File: src/rtl/ws2812_frame_controller.sv
// Streams one frame of NUM_LEDS GRB pixels (MSB first) into the RZ encoder, then times the latch gap.
// TX is visible 3 edges after start; bits advance only on enc_cmd_wait handshakes; done ends the frame.
module ws2812_frame_controller #(
    parameter int CLK_FREQ_KHZ = 10000,
    parameter int NUM_LEDS     = 8,
    parameter int T_RESET_NS   = 80000,
    localparam int ADDR_WIDTH  = (NUM_LEDS > 1) ? $clog2(NUM_LEDS) : 1
) (
    input  logic                  clk,
    input  logic                  rst_n,
    input  logic                  start,
    output logic                  busy,
    output logic                  done,
    output logic [ADDR_WIDTH-1:0] pix_addr,
    input  logic [23:0]           pix_data,
    output logic [1:0]            enc_cmd,
    output logic                  enc_databit,
    input  logic                  enc_cmd_wait
);
    localparam int CLK_PERIOD_NS = 1000000000 / (CLK_FREQ_KHZ * 1000);
    localparam int RESET_TICKS   = T_RESET_NS / CLK_PERIOD_NS;
    localparam int LCW           = $clog2(RESET_TICKS + 1);
    localparam logic [1:0] CMD_IDLE = 2'b00;
    localparam logic [1:0] CMD_TX   = 2'b01;

    typedef enum logic [2:0] {
        S_IDLE, S_FETCH_A, S_FETCH_D, S_SEND, S_DRAIN, S_LATCH
    } state_t;

    state_t                state_q, state_d;
    logic [23:0]           shift_q, shift_d;
    logic [23:0]           prefetch_q, prefetch_d;
    logic [4:0]            bit_idx_q, bit_idx_d;
    logic [ADDR_WIDTH-1:0] pix_idx_q, pix_idx_d;
    logic [ADDR_WIDTH-1:0] pix_addr_q, pix_addr_d;
    logic [LCW-1:0]        latch_cnt_q, latch_cnt_d;
    logic                  busy_q, busy_d;
    logic                  done_q, done_d;
    logic [1:0]            enc_cmd_q, enc_cmd_d;
    logic                  enc_databit_q, enc_databit_d;
    logic                  consume;

    always_comb begin
        state_d     = state_q;
        shift_d     = shift_q;
        prefetch_d  = prefetch_q;
        bit_idx_d   = bit_idx_q;
        pix_idx_d   = pix_idx_q;
        pix_addr_d  = pix_addr_q;
        latch_cnt_d = latch_cnt_q;
        done_d      = 1'b0;
        consume     = enc_cmd_wait && (enc_cmd_q == CMD_TX);

        case (state_q)
            S_IDLE: begin
                pix_addr_d = '0;
                if (start) state_d = S_FETCH_A;
            end
            S_FETCH_A: state_d = S_FETCH_D;
            S_FETCH_D: begin
                shift_d    = pix_data;
                bit_idx_d  = 5'd23;
                pix_idx_d  = '0;
                pix_addr_d = (NUM_LEDS > 1) ? ADDR_WIDTH'(1) : '0;
                state_d    = S_SEND;
            end
            S_SEND: begin
                // RAM output tracks the address one pixel ahead; keep a copy for the pixel boundary
                prefetch_d = pix_data;
                if (consume) begin
                    if (bit_idx_q != 5'd0) begin
                        shift_d   = {shift_q[22:0], 1'b0};
                        bit_idx_d = bit_idx_q - 5'd1;
                    end else if (int'(pix_idx_q) < NUM_LEDS - 1) begin
                        shift_d   = prefetch_q;
                        bit_idx_d = 5'd23;
                        pix_idx_d = pix_idx_q + ADDR_WIDTH'(1);
                        if (int'(pix_idx_q) + 2 <= NUM_LEDS - 1)
                            pix_addr_d = pix_idx_q + ADDR_WIDTH'(2);
                    end else begin
                        state_d = S_DRAIN;
                    end
                end
            end
            S_DRAIN: begin
                if (enc_cmd_wait) begin
                    latch_cnt_d = '0;
                    state_d     = S_LATCH;
                end
            end
            S_LATCH: begin
                // done is raised while still in LATCH so a start in the done cycle is ignored
                if (done_q) begin
                    state_d = S_IDLE;
                end else begin
                    if (latch_cnt_q != LCW'(RESET_TICKS)) latch_cnt_d = latch_cnt_q + LCW'(1);
                    if (latch_cnt_q == LCW'(RESET_TICKS - 1)) done_d = 1'b1;
                end
            end
            default: state_d = S_IDLE;
        endcase

        busy_d        = (state_d != S_IDLE);
        enc_cmd_d     = (state_d == S_SEND) ? CMD_TX : CMD_IDLE;
        enc_databit_d = (state_d == S_SEND) ? shift_d[23] : 1'b0;
    end

    always_ff @(posedge clk or negedge rst_n) begin
        if (!rst_n) begin
            state_q       <= S_IDLE;
            shift_q       <= '0;
            prefetch_q    <= '0;
            bit_idx_q     <= '0;
            pix_idx_q     <= '0;
            pix_addr_q    <= '0;
            latch_cnt_q   <= '0;
            busy_q        <= 1'b0;
            done_q        <= 1'b0;
            enc_cmd_q     <= CMD_IDLE;
            enc_databit_q <= 1'b0;
        end else begin
            state_q       <= state_d;
            shift_q       <= shift_d;
            prefetch_q    <= prefetch_d;
            bit_idx_q     <= bit_idx_d;
            pix_idx_q     <= pix_idx_d;
            pix_addr_q    <= pix_addr_d;
            latch_cnt_q   <= latch_cnt_d;
            busy_q        <= busy_d;
            done_q        <= done_d;
            enc_cmd_q     <= enc_cmd_d;
            enc_databit_q <= enc_databit_d;
        end
    end

    assign busy        = busy_q;
    assign done        = done_q;
    assign pix_addr    = pix_addr_q;
    assign enc_cmd     = enc_cmd_q;
    assign enc_databit = enc_databit_q;
endmodule

File: config.mk
export PLATFORM = sky130hd
export DESIGN_NAME = ws2812_frame_controller
export DESIGN_NICKNAME = d
export VERILOG_FILES = /design/src/rtl/ws2812_frame_controller.sv
export SDC_FILE = /design/constraint.sdc
export NUM_CORES = 1
export LEC_CHECK = 0
export CELL_PAD_IN_SITES_DETAIL_PLACEMENT = 0
export CELL_PAD_IN_SITES_GLOBAL_PLACEMENT = 1
export CORE_MARGIN = 10
export CORE_UTILIZATION = 40
export DETAILED_ROUTE_END_ITERATION = 8
export PLACE_DENSITY_LB_ADDON = 0.3
export SLEW_MARGIN = 5
export SYNTH_ARGS = -nofsm -noshare
export SYNTH_HDL_FRONTEND = slang
export SYNTH_SLANG_ARGS = --single-unit
File: constraint.sdc
create_clock -name clk -period 1.75 [get_ports clk]
set_input_delay 0.2625 -clock clk [delete_from_list [all_inputs] [get_ports clk]]
set_output_delay 0.2625 -clock clk [all_outputs]
set_load 0.01 [all_outputs]
==> flow_summary.json <==
{
  "drc": 0,
  "crit_slowest_cell": "or4b_4",
  "syn_to_final_growth_pct": 35.5,
  "hpwlAfterDp_mm": 6.69,
  "netlist_top_cells_count": "nand2_1, dfrtp_1, a221o_1, a21oi_1, nor2_1",
  "crit_chain": "inv_2 -> ha_4 -> or4b_4 -> buf_12 -> a32o_1 -> a221o_1",
  "root_buffer": "clkbuf_8",
  "ys_ff_latch": 76,
  "synth.distinct_cells": 51,
  "rsz0062_at_grt": "yes",
  "ant_nets": 0,
  "rows": 35,
  "timing.rr.start": "bit_idx_q[1]",
  "wl_per_cell_um": 16.9,
  "multiInputGateArea_sq_um": 1920,
  "yosysMostFrequentCell": "nand2_1",
  "critPathMaxFanout": 6,
  "clock_latency_ns": 0.34,
  "cts_buffers": 9,
  "start_kind": "register",
  "report.final.slew_viol_count": 0,
  "fp.dieH_um": 117,
  "io_pins": 36,
  "layout_setup_ws_ns": -0.202,
  "worstMarginPinSlew_ns": 0.526,
  "routabilityCongestion": 0.826,
  "irDropWorstVdd_uv": 463,
  "worstPathArrival_ns": 2.18,
  "netlist_area_sq_um": 3760,
  "syn_inst": 402,
  "fillCellCount": 814,
  "cts_sinks": 76,
  "worst_r2r_endpoint": "shift_q[21]",
  "cts_tree": "built",
  "core_area_sq_um": 9200,
  "antenna_found_initial": 0,
  "startpoint": "bit_idx_q[1]",
  "postPlaceCellArea_sq_um": 4560,
  "dieArea_sq_um": 13700,
  "seq_area_sq_um": 1900,
  "fin_crit_sh_pct": 112,
  "design_area_sq_um": 5100,
  "synth_top_area_share_pct": 50.5,
  "crit_family": "simple AND/OR/NAND/NOR gates",
  "grt_pass1_wl_mm": 16.5,
  "worst-path-buf-inv": 2,
  "cp-end-kind": "register",
  "vias": 3350,
  "clockBufferDepth": 2,
  "synth-async-reset-ratio_pct": 100,
  "clock_skew_ns": 0.00529,
  "crit_path_end": "shift_q[21]",
  "path_depth": 6,
  "synthTopCellsByArea": "dfrtp_1, nand2_1, a221o_1, a21oi_1, nand3_1",
  "powerDensity_nw_per_um2": 1150,
  "max_freq_ghz": 0.512,
  "synth_edf_count": 0,
  "grt_pass1_vias": 3300,
  "violations": "setup timing",
  "avgSynthCellArea_sq_um": 9.36,
  "drtIter0Drc": 206,
  "grtUsageTotal_pct": 15.0,
  "cts.reportedPaths.clkPinSlew_ns": 0.07,
  "n_antenna_cell": 0,
  "grt_max_degree": 33,
  "r2r_slack_ns": -0.20,
  "hold_violations": 0,
  "finalSetupViolCount": 36,
  "p_leak_nw": 2.27,
  "yosysTopAreaCell": "dfrtp_1",
  "max_stage_delay_ns": 0.56,
  "layout-drive-gt1-share_pct": 23.9,
  "hold_class": "primary input to async pin",
  "synth_flop_cell": "dfrtp_1",
  "slew-limit-headroom_pct": 64.8,
  "htreeDepth": 3,
  "final_core_util_pct": 55.4,
  "seq_area_frac_synth_pct": 50.5,
  "maxCapViolCount": 0,
  "fin_nets": 519,
  "crit_type": "register to register",
  "drt_wl_total_mm": 10.1,
  "syn-num-nets": 436,
  "outcome": "finished, violations left",
  "die_w_um": 117,
  "dpl_worst_slack_ns": -0.252,
  "grt-ovfl-total": 0,
  "yosysWarnings": 0,
  "crit_required_ns": 1.98,
  "firstDrtPassIters": 4,
  "min_period_ns": 1.95,
  "reg2regPathDepth": 6,
  "vias_per_cell": 5.58,
  "port_buffers": 34,
  "finalNonFillerCells": 600,
  "place_inst": 572,
  "start_util_pct": 40.9
}
-- how the worst min path moves through the flow --
| stage | startpoint | end | cells after the start |
|---|---|---|---|
| after global placement | rst_n | prefetch_q[10] | 1 |
| after detailed placement | rst_n | prefetch_q[10] | 1 |
| after floorplan | rst_n | bit_idx_q[0] | 0 |
| after CTS | rst_n | prefetch_q[10] | 2 |
| after global routing | rst_n | prefetch_q[10] | 2 |
| final | rst_n | prefetch_q[10] | 2 |
-- per-layer routing --
| layer | vias to the layer above | share of wire (%) | wire (um) | track usage, % |
|---|---|---|---|---|
| met4 | 0 | 1.3 | 128 | 4.12 |
| li1 | 1621 | - | - | - |
| met3 | 10 | 5.3 | 532 | 4.13 |
| met1 | 1644 | 48 | 4850 | 21.3 |
| met2 | 75 | 46 | 4610 | 22.0 |
| met5 | - | 0 | 0 | 0 |
-- cells in the final DEF, fill, tap and decap left out, types with 4 or more instances in the layout --
| master | netlist | layout |
|---|---|---|
| a21oi_1 | 23 | 17 |
| a21oi_2 | 0 | 6 |
| a221o_1 | 26 | 26 |
| a22o_1 | 4 | 4 |
| a32o_1 | 7 | 7 |
| and2_1 | 3 | 4 |
| buf_12 | 0 | 4 |
| buf_4 | 2 | 54 |
| clkbuf_8 | 0 | 11 |
| clkdlybuf4s50_1 | 0 | 33 |
| dfrtp_1 | 76 | 76 |
| ha_1 | 6 | 4 |
| inv_1 | 8 | 6 |
| nand2_1 | 102 | 98 |
| nand2_4 | 0 | 4 |
| nand3_1 | 19 | 19 |
| nand4_1 | 5 | 5 |
| nor2_1 | 21 | 20 |
| nor3_1 | 8 | 6 |
| o21ai_0 | 7 | 4 |
-- metrics by stage --
step	hold slack, ns	total power, mW	setup TNS (ns)
5_1_grt	0.425	6.20	-6.74
4_1_cts	0.412	5.72	-3.73
2_1_floorplan	-0.0331	3.54	-1.44
3_5_place_dp	0.235	4.26	-6.17
6_report	0.399	5.84	-4.34
3_3_place_gp	0.238	4.20	-4.93
-- power breakdown --
group | total [mW] | switching, mW | internal (mW)
registers | 2.57 | 0.349 | 2.22
logic | 2.08 | 0.958 | 1.12
clock network | 1.19 | 0.611 | 0.582
-- flip-flops by register name (all words and copies together) (netlist names) --
| name | count |
|---|---|
| prefetch_q | 24 |
| pix_addr | 3 |
| latch_cnt_q | 10 |
| busy | 1 |
| pix_idx_q | 3 |
| state_q | 3 |
| bit_idx_q | 5 |
| enc_databit | 1 |
| done | 1 |
| shift_q | 24 |
| enc_cmd | 1 |
-- cell families after synthesis --
| logic type | after synthesis | share of synthesized area (%) |
|---|---|---|
| AND/OR/NAND/NOR | 192 | 24.1 |
| buffers and inverters | 35 | 4.02 |
| flip-flops | 76 | 50.5 |
| XOR/XNOR | 2 | 0.466 |
| adder cells (fa/ha/maj) | 6 | 1.99 |
| AO/OA/AOI/OAI | 88 | 18.2 |
| multiplexers | 2 | 0.565 |
| other | 1 | 0.0996 |
-- area by class of cell --
type / instances / area share [%]
clock buffers: 13 / 3.12
clock inverters: 2 / 0.196
inverters: 8 / 0.589
multi-input cells: 292 / 37.7
flip-flops and latches: 76 / 37.3
well taps: 111 / 2.72
repair buffers: 98 / 18.4
-- timing repair --
item	CTS	global route
hold buffers	1	0
endpoints found under the setup margin	38	44
pin swaps	7	12
gates resized for setup	25	25
cloned	2	2
buffers inserted	5	3
endpoints found under the hold margin	29	0
Note: power is estimated with default switching activity, not from simulation.
